File: config.mk
export PLATFORM = sky130hd
export DESIGN_NAME = result_writeback_unit_flat
export DESIGN_NICKNAME = d
export VERILOG_FILES = /design/src/rtl/result_writeback_unit_pkg.sv /design/src/rtl/result_writeback_unit_if.sv /design/src/rtl/result_writeback_unit_wb_sync_fifo.sv /design/src/rtl/result_writeback_unit.sv /design/src/flat_wrapper.sv
export SDC_FILE = /design/constraint.sdc
export NUM_CORES = 1
export LEC_CHECK = 0
export ABC_AREA = 1
export BUFFER_PORTS_ARGS = -buffer_cell sky130_fd_sc_hd__buf_2
export CELL_PAD_IN_SITES_DETAIL_PLACEMENT = 1
export CELL_PAD_IN_SITES_GLOBAL_PLACEMENT = 2
export CORE_MARGIN = 10
export CORE_UTILIZATION = 41
export CTS_BUF_LIST = sky130_fd_sc_hd__clkbuf_4 sky130_fd_sc_hd__clkbuf_8
export DETAILED_ROUTE_END_ITERATION = 10
export PLACE_DENSITY_LB_ADDON = 0.1
export SLEW_MARGIN = 10
export SYNTH_ARGS = -nofsm -noshare
export SYNTH_HDL_FRONTEND = slang
export SYNTH_SLANG_ARGS = --single-unit
export TNS_END_PERCENT = 5
File: constraint.sdc
create_clock -name clk -period 9.2 [get_ports clk]
set_input_delay 1.84 -clock clk [delete_from_list [all_inputs] [get_ports clk]]
set_output_delay 1.84 -clock clk [all_outputs]
set_load 0.005 [all_outputs]
File: src/rtl/result_writeback_unit_pkg.sv
// Shared types and constants for the result write-back path.
// Latency: n/a (declarations only).
// Backpressure: n/a.
// Contents: FSM state enum, kernel-size legality limits, counter width helper.
package result_writeback_unit_pkg;

   typedef enum logic [1:0] {
      ST_IDLE = 2'd0,
      ST_RUN  = 2'd1,
      ST_DONE = 2'd2
   } wb_state_t;

   localparam int KER_MIN             = 1;
   localparam int DEF_MAX_IMG_WIDTH   = 28;
   localparam int DEF_MAX_KERNEL_SIZE = 5;

   // Width of a counter that must hold 0..max_img^2 inclusive.
   function automatic int cnt_width(input int max_img);
      return $clog2(max_img * max_img + 1);
   endfunction

   localparam int DEF_CNT_W = cnt_width(DEF_MAX_IMG_WIDTH);

   // A kernel is usable only if it is non-zero, within the supported size
   // and not larger than the image itself.
   function automatic logic ker_legal(input logic [2:0] ker,
                                      input int max_ker,
                                      input int max_img);
      return (int'(ker) >= KER_MIN) && (int'(ker) <= max_ker) && (int'(ker) <= max_img);
   endfunction

endpackage

File: src/rtl/result_writeback_unit_if.sv
// Result stream + BRAM write port bundle between PE array, unit and arbiter.
// Latency: n/a (wires only).
// Backpressure: res_ready (stream side), bram_gnt (BRAM side).
// slave modport = write-back unit; master modport = surrounding environment.
interface result_writeback_unit_if #(
   parameter int DATA_WIDTH = 32,
   parameter int ADDR_WIDTH = 12
);
   logic                  res_valid;
   logic [DATA_WIDTH-1:0] res_data;
   logic                  res_ready;
   logic                  bram_gnt;
   logic                  bram_en;
   logic                  bram_we;
   logic [ADDR_WIDTH-1:0] bram_addr;
   logic [DATA_WIDTH-1:0] bram_dout;

   modport slave (
      input  res_valid, res_data, bram_gnt,
      output res_ready, bram_en, bram_we, bram_addr, bram_dout
   );

   modport master (
      output res_valid, res_data, bram_gnt,
      input  res_ready, bram_en, bram_we, bram_addr, bram_dout
   );
endinterface

File: src/rtl/result_writeback_unit_wb_sync_fifo.sv
// Small synchronous FIFO buffering result words ahead of the BRAM port.
// Latency: a pushed word is visible at head the cycle after the push.
// Backpressure: full/empty are registered; push when full / pop when empty are dropped.
// Ports: clk, rst (sync, high), push/push_data, pop, head, full, empty.
module wb_sync_fifo #(
   parameter int DATA_WIDTH = 32,
   parameter int DEPTH      = 4
) (
   input  logic                  clk,
   input  logic                  rst,
   input  logic                  push,
   input  logic [DATA_WIDTH-1:0] push_data,
   input  logic                  pop,
   output logic [DATA_WIDTH-1:0] head,
   output logic                  full,
   output logic                  empty
);
   localparam int AW = $clog2(DEPTH);

   logic [DATA_WIDTH-1:0] mem [DEPTH];
   logic [AW-1:0]         wr_ptr;
   logic [AW-1:0]         rd_ptr;
   logic [AW:0]           count;
   logic [AW:0]           count_next;
   logic                  full_q;
   logic                  empty_q;
   logic                  do_push;
   logic                  do_pop;

   assign do_push = push && !full_q;
   assign do_pop  = pop && !empty_q;

   always_comb begin
      count_next = count;
      case ({do_push, do_pop})
         2'b10:   count_next = count + (AW+1)'(1);
         2'b01:   count_next = count - (AW+1)'(1);
         default: count_next = count;
      endcase
   end

   always_ff @(posedge clk) begin
      if (rst) begin
         wr_ptr  <= '0;
         rd_ptr  <= '0;
         count   <= '0;
         full_q  <= 1'b0;
         empty_q <= 1'b1;
      end else begin
         if (do_push) wr_ptr <= wr_ptr + AW'(1);
         if (do_pop)  rd_ptr <= rd_ptr + AW'(1);
         count   <= count_next;
         full_q  <= (count_next == (AW+1)'(DEPTH));
         empty_q <= (count_next == '0);
      end
   end

   // Storage needs no reset: nothing is read while empty.
   always_ff @(posedge clk) begin
      if (do_push) mem[wr_ptr] <= push_data;
   end

   assign head  = mem[rd_ptr];
   assign full  = full_q;
   assign empty = empty_q;
endmodule

File: src/rtl/result_writeback_unit.sv
// Writes a frame of PE results row-major into BRAM from base_addr, out_dim^2 words.
// Latency: word accepted at cycle N into an empty buffer appears on the BRAM port at N+1.
// Backpressure: res_ready drops on full buffer or once the frame's word count is taken; writes stall on bram_gnt=0.
// Ports: clk/rst, start/base_addr/ker_size config, bus (result stream + BRAM port), busy/frame_done/cfg_err status.
module result_writeback_unit
   import result_writeback_unit_pkg::*;
#(
   parameter int DATA_WIDTH      = 32,
   parameter int ADDR_WIDTH      = 12,
   parameter int MAX_IMG_WIDTH   = DEF_MAX_IMG_WIDTH,
   parameter int MAX_KERNEL_SIZE = DEF_MAX_KERNEL_SIZE,
   parameter int FIFO_DEPTH      = 4
) (
   input  logic                  clk,
   input  logic                  rst,
   input  logic                  start,
   input  logic [ADDR_WIDTH-1:0] base_addr,
   input  logic [2:0]            ker_size,
   result_writeback_unit_if.slave bus,
   output logic                  busy,
   output logic                  frame_done,
   output logic                  cfg_err
);
   localparam int CNT_W = cnt_width(MAX_IMG_WIDTH);
   localparam int DIM_W = $clog2(MAX_IMG_WIDTH + 1);

   wb_state_t             state_q;
   logic [ADDR_WIDTH-1:0] wr_addr_q;
   logic [DIM_W-1:0]      out_dim_q;
   logic [DIM_W-1:0]      row_q;
   logic [DIM_W-1:0]      col_q;
   logic [CNT_W-1:0]      total_q;
   logic [CNT_W-1:0]      acc_q;
   logic                  busy_q;
   logic                  frame_done_q;
   logic                  cfg_err_q;

   logic [DIM_W-1:0]      dim_start;
   logic [CNT_W-1:0]      dim_ext;
   logic [CNT_W-1:0]      total_start;

   logic                  fifo_full;
   logic                  fifo_empty;
   logic [DATA_WIDTH-1:0] fifo_head;
   logic                  push;
   logic                  pop;
   logic                  wr_en;
   logic                  last_col;
   logic                  last_row;

   // Frame geometry from the incoming ker_size; only used when it is legal.
   assign dim_start   = DIM_W'(MAX_IMG_WIDTH + 1 - int'(ker_size));
   assign dim_ext     = CNT_W'(dim_start);
   assign total_start = dim_ext * dim_ext;

   assign wr_en    = (state_q == ST_RUN) && !fifo_empty;
   assign push     = bus.res_valid && bus.res_ready;
   assign pop      = wr_en && bus.bram_gnt;
   assign last_col = (col_q == out_dim_q - DIM_W'(1));
   assign last_row = (row_q == out_dim_q - DIM_W'(1));

   assign bus.res_ready = (state_q == ST_RUN) && !fifo_full && (acc_q < total_q);
   assign bus.bram_en   = wr_en;
   assign bus.bram_we   = wr_en;
   assign bus.bram_addr = wr_en ? wr_addr_q : '0;
   assign bus.bram_dout = wr_en ? fifo_head : '0;

   assign busy       = busy_q;
   assign frame_done = frame_done_q;
   assign cfg_err    = cfg_err_q;

   wb_sync_fifo #(
      .DATA_WIDTH (DATA_WIDTH),
      .DEPTH      (FIFO_DEPTH)
   ) u_fifo (
      .clk       (clk),
      .rst       (rst),
      .push      (push),
      .push_data (bus.res_data),
      .pop       (pop),
      .head      (fifo_head),
      .full      (fifo_full),
      .empty     (fifo_empty)
   );

   // wr_addr_q tracks base + row*out_dim + col incrementally: row-major order
   // makes that sum advance by exactly one per completed write, so no
   // multiplier sits in the address path. Wrap is modulo 2^ADDR_WIDTH.
   always_ff @(posedge clk) begin
      if (rst) begin
         state_q      <= ST_IDLE;
         wr_addr_q    <= '0;
         out_dim_q    <= '0;
         row_q        <= '0;
         col_q        <= '0;
         total_q      <= '0;
         acc_q        <= '0;
         busy_q       <= 1'b0;
         frame_done_q <= 1'b0;
         cfg_err_q    <= 1'b0;
      end else begin
         frame_done_q <= 1'b0;
         cfg_err_q    <= 1'b0;
         unique case (state_q)
            ST_IDLE: begin
               if (start) begin
                  if (ker_legal(ker_size, MAX_KERNEL_SIZE, MAX_IMG_WIDTH)) begin
                     wr_addr_q <= base_addr;
                     out_dim_q <= dim_start;
                     total_q   <= total_start;
                     row_q     <= '0;
                     col_q     <= '0;
                     acc_q     <= '0;
                     busy_q    <= 1'b1;
                     state_q   <= ST_RUN;
                  end else begin
                     cfg_err_q <= 1'b1;
                  end
               end
            end
            ST_RUN: begin
               if (push) acc_q <= acc_q + CNT_W'(1);
               if (pop) begin
                  wr_addr_q <= wr_addr_q + ADDR_WIDTH'(1);
                  if (last_col) begin
                     col_q <= '0;
                     row_q <= row_q + DIM_W'(1);
                  end else begin
                     col_q <= col_q + DIM_W'(1);
                  end
                  if (last_col && last_row) begin
                     state_q      <= ST_DONE;
                     frame_done_q <= 1'b1;
                  end
               end
            end
            ST_DONE: begin
               busy_q  <= 1'b0;
               state_q <= ST_IDLE;
            end
            default: state_q <= ST_IDLE;
         endcase
      end
   end
endmodule

File: src/flat_wrapper.sv
// flat-port wrapper written by rule: the top's interface ports become plain ports
module result_writeback_unit_flat import result_writeback_unit_pkg::*;
#(
   parameter int DATA_WIDTH      = 32,
   parameter int ADDR_WIDTH      = 12,
   parameter int MAX_IMG_WIDTH   = DEF_MAX_IMG_WIDTH,
   parameter int MAX_KERNEL_SIZE = DEF_MAX_KERNEL_SIZE,
   parameter int FIFO_DEPTH      = 4
)
  (clk, rst, start, base_addr, ker_size, busy, frame_done, cfg_err, bus_res_valid, bus_res_data, bus_bram_gnt, bus_res_ready, bus_bram_en, bus_bram_we, bus_bram_addr, bus_bram_dout);
  result_writeback_unit_if #(.DATA_WIDTH(DATA_WIDTH), .ADDR_WIDTH(ADDR_WIDTH)) bus_i ();
  input  logic clk;
  input  logic rst;
  input  logic start;
  input  logic [ADDR_WIDTH-1:0] base_addr;
  input  logic [2:0] ker_size;
  output logic busy;
  output logic frame_done;
  output logic cfg_err;
  input wire logic [$bits(bus_i.res_valid)-1:0] bus_res_valid;
  input wire logic [$bits(bus_i.res_data)-1:0] bus_res_data;
  input wire logic [$bits(bus_i.bram_gnt)-1:0] bus_bram_gnt;
  output wire logic [$bits(bus_i.res_ready)-1:0] bus_res_ready;
  output wire logic [$bits(bus_i.bram_en)-1:0] bus_bram_en;
  output wire logic [$bits(bus_i.bram_we)-1:0] bus_bram_we;
  output wire logic [$bits(bus_i.bram_addr)-1:0] bus_bram_addr;
  output wire logic [$bits(bus_i.bram_dout)-1:0] bus_bram_dout;
  assign bus_i.res_valid = bus_res_valid;
  assign bus_i.res_data = bus_res_data;
  assign bus_i.bram_gnt = bus_bram_gnt;
  assign bus_res_ready = bus_i.res_ready;
  assign bus_bram_en = bus_i.bram_en;
  assign bus_bram_we = bus_i.bram_we;
  assign bus_bram_addr = bus_i.bram_addr;
  assign bus_bram_dout = bus_i.bram_dout;
  result_writeback_unit #(.DATA_WIDTH(DATA_WIDTH), .ADDR_WIDTH(ADDR_WIDTH), .MAX_IMG_WIDTH(MAX_IMG_WIDTH), .MAX_KERNEL_SIZE(MAX_KERNEL_SIZE), .FIFO_DEPTH(FIFO_DEPTH)) u_core (.clk(clk), .rst(rst), .start(start), .base_addr(base_addr), .ker_size(ker_size), .bus(bus_i), .busy(busy), .frame_done(frame_done), .cfg_err(cfg_err));
endmodule
==> results.sh, run 1 <==
export IMPL_ant_nets=0
export IMPL_ys_warn_count=0
export IMPL_r2r_slack_ns=6.34
export IMPL_placed_area_mm2=0.00949
export IMPL_htreeDepth=4
export IMPL_synth_area_mm2=0.00876
export IMPL_synth_edf_count=128
export IMPL_holdWs_ns=0.477
export IMPL_cp_required_ns=7.36
export IMPL_cts_tree="built"
export IMPL_power_leakage_uw=0.00386
export IMPL_synth_top_cells_by_count="nor2_1, edfxtp_1, nand2_1, o21ai_0, a21oi_1"
export IMPL_postSynthRegisterBits=189
export IMPL_cts_buffers=17
export IMPL_slew_viol_final=0
export IMPL_rsz0062_at_grt="no"
export IMPL_max_freq_mhz=223
export IMPL_num_io_pins=102
export IMPL_dieArea_mm2=0.0276
export IMPL_status="completed"
export IMPL_gp_congestion=0.772
export IMPL_ctsHoldBuffers=0
export IMPL_grt_busiest_layer="met2"
export IMPL_grtUsageTotal=0.157
export IMPL_nets=1100
export IMPL_die_h_um=166
export IMPL_setup_viol=0
export IMPL_first_pass_iters=5
export IMPL_crit_path_max_fanout=65
export IMPL_ys_types=43
export IMPL_met3_usage=0.0293
export IMPL_cts_setup_buffers=0
export IMPL_syn_num_nets=1017
export IMPL_synthArstFlopShare=0
export IMPL_synth_most_common_cell="nor2_1"
export IMPL_syn_avg_cell_area_um2=9.41
export IMPL_synthTopCellsByArea="edfxtp_1, dfxtp_1, nor2_1"
export IMPL_power_density_mw_per_mm2=180
export IMPL_layout_drive_gt1_share=0.157
export IMPL_clock_latency_ns=0.46
export IMPL_root_buffer="clkbuf_8"
export IMPL_rows=53
export IMPL_cap_violations=0
export IMPL_grt_pass1_wl_mm=35.9
export IMPL_syn_inst=931
export IMPL_coreArea_mm2=0.0210
export IMPL_stdcell_count=1302
export IMPL_diodes=0
export IMPL_clock_path_buffers=2
export IMPL_vias_per_cell=5.09
export IMPL_ys_flop_type="edfxtp_1"
export IMPL_hp_class="reg2reg"
export IMPL_dp_cells=1270
export IMPL_worstMarginPinSlew_ns=1.12
export IMPL_wl_per_cell_um=16.8
export IMPL_io_buffers=101
export IMPL_fp_dieW_um=166
export IMPL_grt_antenna_before_repair=0
export IMPL_first_global_vias=6959
export IMPL_synth_top_cell_by_area="edfxtp_1"
export IMPL_start_util=0.417
export IMPL_clock_sinks=189
export IMPL_period_share=0.488
export IMPL_setup_tns_ns=0
export IMPL_start_kind="register"
export IMPL_hold_viol=0
export IMPL_gr_total_overflow=0
export IMPL_endpoint_kind="output pin"
export IMPL_gr_usage_met1=0.195
export IMPL_vias=6630
export IMPL_grt_max_degree=66
export IMPL_grt_met2_usage=0.277
export IMPL_cts_clk_slew_worst_paths_ns=0.10
export IMPL_drc=0
export IMPL_yosysSeqAreaShare=0.578
export IMPL_worstSetupPathType="reg2out"
export IMPL_first_iter_violations=343
export IMPL_area_growth_pct=13.0
export IMPL_cts_resized=0
export IMPL_dp_hpwl_mm=14.4
export IMPL_fin_skew_ns=0.0170
export IMPL_fin_crit_ns=4.49
export IMPL_fin_area_mm2=0.00989
export IMPL_ir_drop_uv=96.5
export IMPL_arrival_ns=2.65
export IMPL_routed_wl_mm=21.9
export IMPL_yosys_area_top_type_share=0.439
export IMPL_slew_headroom=0.251
-- cell type report --
type	instances	area, um^2
clock inverter	14	168
sequential	189	5070
fill	2462	11100
clock buffer	18	241
timing repair buffer	105	536
inverter	70	263
multi-input combinational	631	3280
tap	275	344
-- metal layers --
layer  vias up  part of all wire
met4         0             0.010
met1      3205              0.46
met3        17             0.031
met5         -                 0
li1       3305                 -
met2       103              0.49
-- layout by cell type (no fill, tap or decap), types with 29 or more instances in the layout --
master,synthesis,layout
nand3_1,48,48
inv_1,65,65
ha_1,29,29
dfxtp_1,61,59
nand2_1,106,106
o21ai_0,91,91
a21oi_1,77,77
buf_2,6,101
nor2_1,202,198
edfxtp_1,128,128
-- through the flow --
stage          setup slack (ns)  total power, uW  utilization
2_1_floorplan              4.98             1160            -
3_3_place_gp               4.58             1240        0.451
3_5_place_dp               4.55             1240        0.451
4_1_cts                    4.64             1800        0.471
5_1_grt                    4.43             1880        0.471
6_report                   4.71             1780        0.471
-- power breakdown --
part           internal (uW)  leakage (uW)  switching, uW
combinational           81.2       0.00200            167
sequential               944       0.00165           22.1
clock                    235      0.000208            329
-- sequential cells by signal, indices dropped and copies added (netlist names), named ones only --
name                  cells
u_core.row_q              5
u_core.u_fifo.full        1
u_core.frame_done         1
u_core.state_q            2
u_core.wr_addr_q         12
u_core.u_fifo.mem       128
u_core.acc_q             10
u_core.busy               1
u_core.u_fifo.count       3
u_core.cfg_err            1
u_core.out_dim_q          4
u_core.u_fifo.wr_ptr      2
u_core.u_fifo.rd_ptr      2
u_core.total_q            9
u_core.col_q              5
u_core.u_fifo.empty       1
-- path summary, 6_finish.rpt --
check,depth (start not counted),startpoint,end
min reg2reg,2,u_core.u_fifo.rd_ptr[1],register
max,5,register,bus_bram_dout[20]
min,2,u_core.u_fifo.rd_ptr[1],register
max reg2reg,17,u_core.total_q[5],u_core.u_fifo.full
-- cells by family (layout without fill, tap and decap cells) --
family | Yosys count | after routing | share of synthesized area
mux | 1 | 1 | 0.00114
xor+xnor | 18 | 18 | 0.0180
compound gates | 191 | 191 | 0.114
buf+inv | 111 | 207 | 0.0510
flops | 189 | 189 | 0.578
fa+ha+maj | 34 | 34 | 0.0529
simple gates | 386 | 386 | 0.184
other cells | 1 | 1 | 0.000428
-- worst max-delay path, cell delays in order (launching register included) --
cell and delay (ns):
dfxtp_2 0.32, buf_4 0.57, inv_2 0.59, o21ai_0 0.39
a21oi_1 0.13, buf_2 0.17
No activity file was read; power rests on OpenSTA's default activity.
==> inputs of run 2 (changes only) <==
CORE_UTILIZATION = 34   (was 41)
clock period = 3.81 ns   (was 9.2 ns; I/O delays follow)
==> run 2 against run 1 <==
Against the previous run: sequential share of layout area decreased by 0.80 points; total power increased by 140%; largest power group unchanged; final area increased by 1.6%; critical path depth increased by 1; clock power increased by 140%; clock skew increased by 0.0070 ns; critical path type unchanged.
==> results.sh, run 2 (synthesized netlist as in run 1, its figures left out) <==
export IMPL_fin_ws_ns=0.711
export IMPL_wl_per_cell_um=16.5
export IMPL_num_io_pins=102
export IMPL_mostFrequentLayoutCells="nor2_1, edfxtp_1, nand2_1"
export IMPL_final_common_cell="nor2_1"
export IMPL_first_pass_iters=4
export IMPL_setup_viol=0
export IMPL_grtUsageTotal=0.138
export IMPL_netSwitchingFraction=0.303
export IMPL_layout_drive_gt1_share=0.162
export IMPL_io_buffers=101
export IMPL_gr_total_overflow=0
export IMPL_cts_tree="built"
export IMPL_clock_sinks=189
export IMPL_vias=6603
export IMPL_grt_max_degree=65
export IMPL_arrival_ns=2.34
export IMPL_p_comb_frac=0.142
export IMPL_max_freq_mhz=323
export IMPL_gp_congestion=0.751
export IMPL_routed_wl_mm=22.5
export IMPL_crit_path_max_fanout=44
export IMPL_power_leakage_uw=0.00391
export IMPL_setup_tns_ns=0
export IMPL_first_global_vias=6914
export IMPL_slowest_delay_ns=0.48
export IMPL_crit_chain="nand2_4, nor2_8, clkinv_1, buf_4, a21oi_1, buf_2"
export IMPL_clock_path_buffers=2
export IMPL_regArea_mm2=0.00507
export IMPL_diodes=0
export IMPL_die_h_um=180
export IMPL_start_kind="register"
export IMPL_slowest_stage="dfxtp_1"
export IMPL_regMostFlops="u_core.u_fifo.mem"
export IMPL_slew_headroom=0.495
export IMPL_fin_skew_ns=0.0241
export IMPL_endpoint_kind="output pin"
export IMPL_worst_path_buf_inv=3
export IMPL_drc=0
export IMPL_internal_power_uw=2990
export IMPL_first_iter_violations=274
export IMPL_root_buffer="clkbuf_8"
export IMPL_p_sw_uw=1300
export IMPL_vias_per_cell=4.83
export IMPL_htreeDepth=4
export IMPL_start_util=0.347
export IMPL_dp_hpwl_mm=15.1
export IMPL_cts_clk_slew_worst_paths_ns=0.11
export IMPL_grt_antenna_before_repair=0
export IMPL_nets=1110
export IMPL_cp_required_ns=3.05
export IMPL_ant_nets=0
export IMPL_fin_crit_ns=3.10
export IMPL_cp_top_family="buffers and inverters"
export IMPL_worstMarginPinSlew_ns=0.757
export IMPL_fillers=2944
export IMPL_hp_class="reg2reg"
export IMPL_power_density_mw_per_mm2=427
export IMPL_cap_violations=0
export IMPL_dp_cells=1335
export IMPL_stdcell_count=1367
export IMPL_post_place_ws_ns=0.216
export IMPL_rows=58
export IMPL_rsz0062_at_grt="no"
export IMPL_cts_resized=0
export IMPL_dieArea_mm2=0.0326
export IMPL_fp_dieW_um=180
export IMPL_cts_buffers=17
export IMPL_reg_top3="u_core.u_fifo.mem (128), u_core.wr_addr_q (12), u_core.acc_q (10)"
export IMPL_clock_latency_ns=0.48
export IMPL_area_growth_pct=14.7
export IMPL_status="completed"
export IMPL_worstSetupPathType="reg2out"
export IMPL_hold_viol=0
export IMPL_grt_pass1_wl_mm=36.5
export IMPL_clkPwrFrac=0.314
export IMPL_cts_setup_buffers=0
export IMPL_ir_drop_uv=163
export IMPL_multi_input_area_mm2=0.00328
export IMPL_slew_viol_final=0
export IMPL_ctsHoldBuffers=0
export IMPL_power_frac_seq=0.544
export IMPL_period_share=0.813
export IMPL_largest_register_ffs=128
export IMPL_coreArea_mm2=0.0253
-- run 2: changes by cell type in the layout (fill, tap and decap cells not counted), sizes merged --
cell      previous run  this run
clkinv               4        10
inv                 78        75
buf                105       115
clkinvlp             1         0
bufinv               1         0
clkbuf              18        17
-- run 2: power by group through the flow --
stage               Combinational (uW)  Sequential, uW  Clock, uW
finish                             610            2330       1350
global route                       721            2350       1470
CTS                                632            2330       1410
detailed placement                 629            2380          0
global placement                   623            2380          0
floorplan                          426            2370          0
-- run 2: area by class of cell --
class                   count  area share
flip-flops and latches    189       0.504
inverters                  70      0.0261
clock buffers              17      0.0233
multi-input cells         631       0.326
well taps                 330      0.0411
repair buffers            115      0.0608
clock inverters            15      0.0186
-- run 2: final timing paths --
kind                                         from            endpoint  slack, ns  cells after the start
worst min register to register  u_core.total_q[2]   u_core.total_q[2]       0.48                      2
worst min-delay path            u_core.total_q[2]   u_core.total_q[2]       0.48                      2
worst max-delay path            u_core.state_q[0]   bus_bram_dout[31]       0.71                      6
worst max register to register  u_core.total_q[5]  u_core.u_fifo.full       1.12                     16
-- run 2: per-stage QoR --
stage                     total power (uW)  cell area, um^2  hold slack, ns   util
after floorplan                       2790             8760           0.436      -
after global placement                3000             9630           0.457  0.381
after detailed placement              3010             9630           0.460  0.381
after CTS                             4370            10000           0.459  0.398
after global routing                  4540            10000           0.465  0.398
final                                 4290            10000           0.478  0.398
-- run 2: per-layer routing --
| layer | vias up | global-route usage | wire, um | share of wire |
|---|---|---|---|---|
| met3 | 19 | 0.0243 | 749 | 0.033 |
| li1 | 3324 | - | - | - |
| met1 | 3168 | 0.166 | 10300 | 0.46 |
| met4 | 0 | 0.0371 | 236 | 0.010 |
| met2 | 92 | 0.248 | 11200 | 0.50 |
| met5 | - | 0 | 0 | 0 |
-- run 2: worst min-delay path, delay by kind of cell, from the launching register on --
kind,cells,cell delay [ns]
flip-flops,1,0.31
AO/OA/AOI/OAI,1,0.07
buffers and inverters,1,0.06
==> inputs of run 3 (changes only) <==
CORE_UTILIZATION = 38   (was 34)
clock period = 2.86 ns   (was 3.81 ns; I/O delays follow)
==> run 3 against run 2 <==
Against the previous run: non-clock buffer count up 21; global-route usage up 1.7 points; utilization up 5.3 points; sequential power up 33%; flip-flop and latch count unchanged; combinational power up 40%; final area up 1.5%; total power up 34%; via count up 1.8%; largest power group unchanged; sequential share of layout area down 0.74 points; register-to-register slack worse by 0.74 ns.
==> results.sh, run 3 (synthesized netlist as in run 1, its figures left out) <==
export IMPL_status="completed"
export IMPL_fp_dieW_um=172
export IMPL_start_kind="input port"
export IMPL_dp_cells=1308
export IMPL_clock_path_buffers=2
export IMPL_root_buffer="clkbuf_8"
export IMPL_hold_path_startpoint="bus_res_data[30]"
export IMPL_worstSetupPathType="in2reg"
export IMPL_dp_hpwl_mm=15.2
export IMPL_cts_clk_slew_worst_paths_ns=0.11
export IMPL_endpoint_kind="register"
export IMPL_first_global_vias=7092
export IMPL_arrival_ns=3.01
export IMPL_dieArea_mm2=0.0295
export IMPL_placed_area_mm2=0.00977
export IMPL_fin_crit_ns=2.65
export IMPL_p_total_uw=5730
export IMPL_nets=1131
export IMPL_final_common_cell="nor2_1"
export IMPL_slowest_delay_ns=0.49
export IMPL_setup_viol=0
export IMPL_first_iter_violations=245
export IMPL_cts_tree="built"
export IMPL_hp_class="in2reg"
export IMPL_cap_violations=0
export IMPL_grtUsageTotal=0.156
export IMPL_io_buffers=101
export IMPL_ir_drop_uv=288
export IMPL_grt_antenna_before_repair=0
export IMPL_area_growth_pct=16.4
export IMPL_rows=55
export IMPL_mostFrequentLayoutCells="nor2_1, edfxtp_1, nand2_1"
export IMPL_slew_viol_final=0
export IMPL_clock_latency_ns=0.48
export IMPL_max_freq_mhz=377
export IMPL_regMostFlops="u_core.u_fifo.mem"
export IMPL_stdcell_count=1343
export IMPL_cts_buffers=17
export IMPL_ctsHoldBuffers=0
export IMPL_first_pass_iters=6
export IMPL_fin_skew_ns=0.0207
export IMPL_htreeDepth=4
export IMPL_ant_nets=0
export IMPL_reg_top3="u_core.u_fifo.mem (128), u_core.wr_addr_q (12), u_core.acc_q (10)"
export IMPL_clock_sinks=189
export IMPL_gr_total_overflow=0
export IMPL_fin_area_mm2=0.0102
export IMPL_period_share=0.926
export IMPL_cp_required_ns=3.22
export IMPL_coreArea_mm2=0.0226
export IMPL_gp_congestion=0.784
export IMPL_layout_drive_gt1_share=0.181
export IMPL_rsz0062_at_grt="yes"
export IMPL_diodes=0
export IMPL_crit_path_max_fanout=3
export IMPL_r2r_start="u_core.acc_q[5]"
export IMPL_vias_per_cell=5.00
export IMPL_grt_pass1_wl_mm=36.1
export IMPL_drc=0
export IMPL_wl_per_cell_um=16.7
export IMPL_crit_chain="buf_2, inv_2, ha_1, fa_1, fa_1, inv_1, ha_1, ha_1, inv_1, nor2_2, nand2_1, nand2_1, and2_1, o22ai_1"
export IMPL_cpMostUsedCell="ha_1"
export IMPL_power_density_mw_per_mm2=562
export IMPL_largest_register_ffs=128
export IMPL_die_h_um=172
export IMPL_slowest_stage="fa_1"
export IMPL_start_util=0.387
export IMPL_grt_max_degree=65
export IMPL_vias=6719
export IMPL_hold_viol=0
export IMPL_routed_wl_mm=22.4
export IMPL_power_leakage_uw=0.00402
export IMPL_num_io_pins=102
export IMPL_crit_path_start="ker_size[1]"
[run 3: changes by cell type in the layout (fill, tap and decap cells not counted), sizes merged]
cell / previous run / this run
inv: 75 / 77
buf: 115 / 136
clkinv: 10 / 7
clkinvlp: 0 / 1
[run 3: metal layers]
layer / track usage / share of wire / vias to the layer above
li1: - / - / 3361
met1: 0.183 / 0.45 / 3264
met2: 0.282 / 0.51 / 78
met3: 0.0293 / 0.030 / 16
met4: 0.0424 / 0.012 / 0
met5: 0 / 0 / -
[run 3: stage by stage]
step / TNS, ns / hold WS, ns / utilization / worst slack [ns]
3_5_place_dp: -0.804 / 0.464 / 0.432 / -0.308
6_report: 0 / 0.309 / 0.450 / 0.211
4_1_cts: 0 / 0.276 / 0.449 / 0.0838
2_1_floorplan: -26.66 / 0.436 / - / -0.207
5_1_grt: -0.00995 / 0.279 / 0.450 / -0.00995
3_3_place_gp: -0.687 / 0.454 / 0.432 / -0.269
[run 3: layout make-up]
cell class	instances	area, um^2
multi-input combinational	631	3280
inverter	70	268
clock buffer	17	234
clock inverter	15	164
fill	2634	12400
sequential	189	5070
tap	285	357
timing repair buffer	136	831
[run 3: timing repair]
| action | CTS | global route |
|---|---|---|
| resized for setup | 1 | 3 |
| cloned | 0 | 0 |
| buffers inserted | 0 | 3 |
| endpoints found under the setup margin | 34 | 12 |
[run 3: final timing paths]
| check | depth (start not counted) | endpoint | slack, ns |
|---|---|---|---|
| max | 14 | u_core.total_q[7] | 0.21 |
| min | 1 | u_core.u_fifo.mem[0][30] | 0.31 |
| max reg2reg | 15 | u_core.u_fifo.full | 0.38 |
| min reg2reg | 2 | u_core.total_q[3] | 0.47 |
[run 3: where the power goes]
| group | internal (uW) | switching, uW |
|---|---|---|
| registers | 3040 | 73.2 |
| clock network | 667 | 1100 |
| logic | 305 | 548 |
[run 3: critical path: cells and delay by family]
family	cells	cell delay, ns
fa+ha+maj	5	1.74
compound gates	1	0.06
buf+inv	4	0.27
simple gates	4	0.37
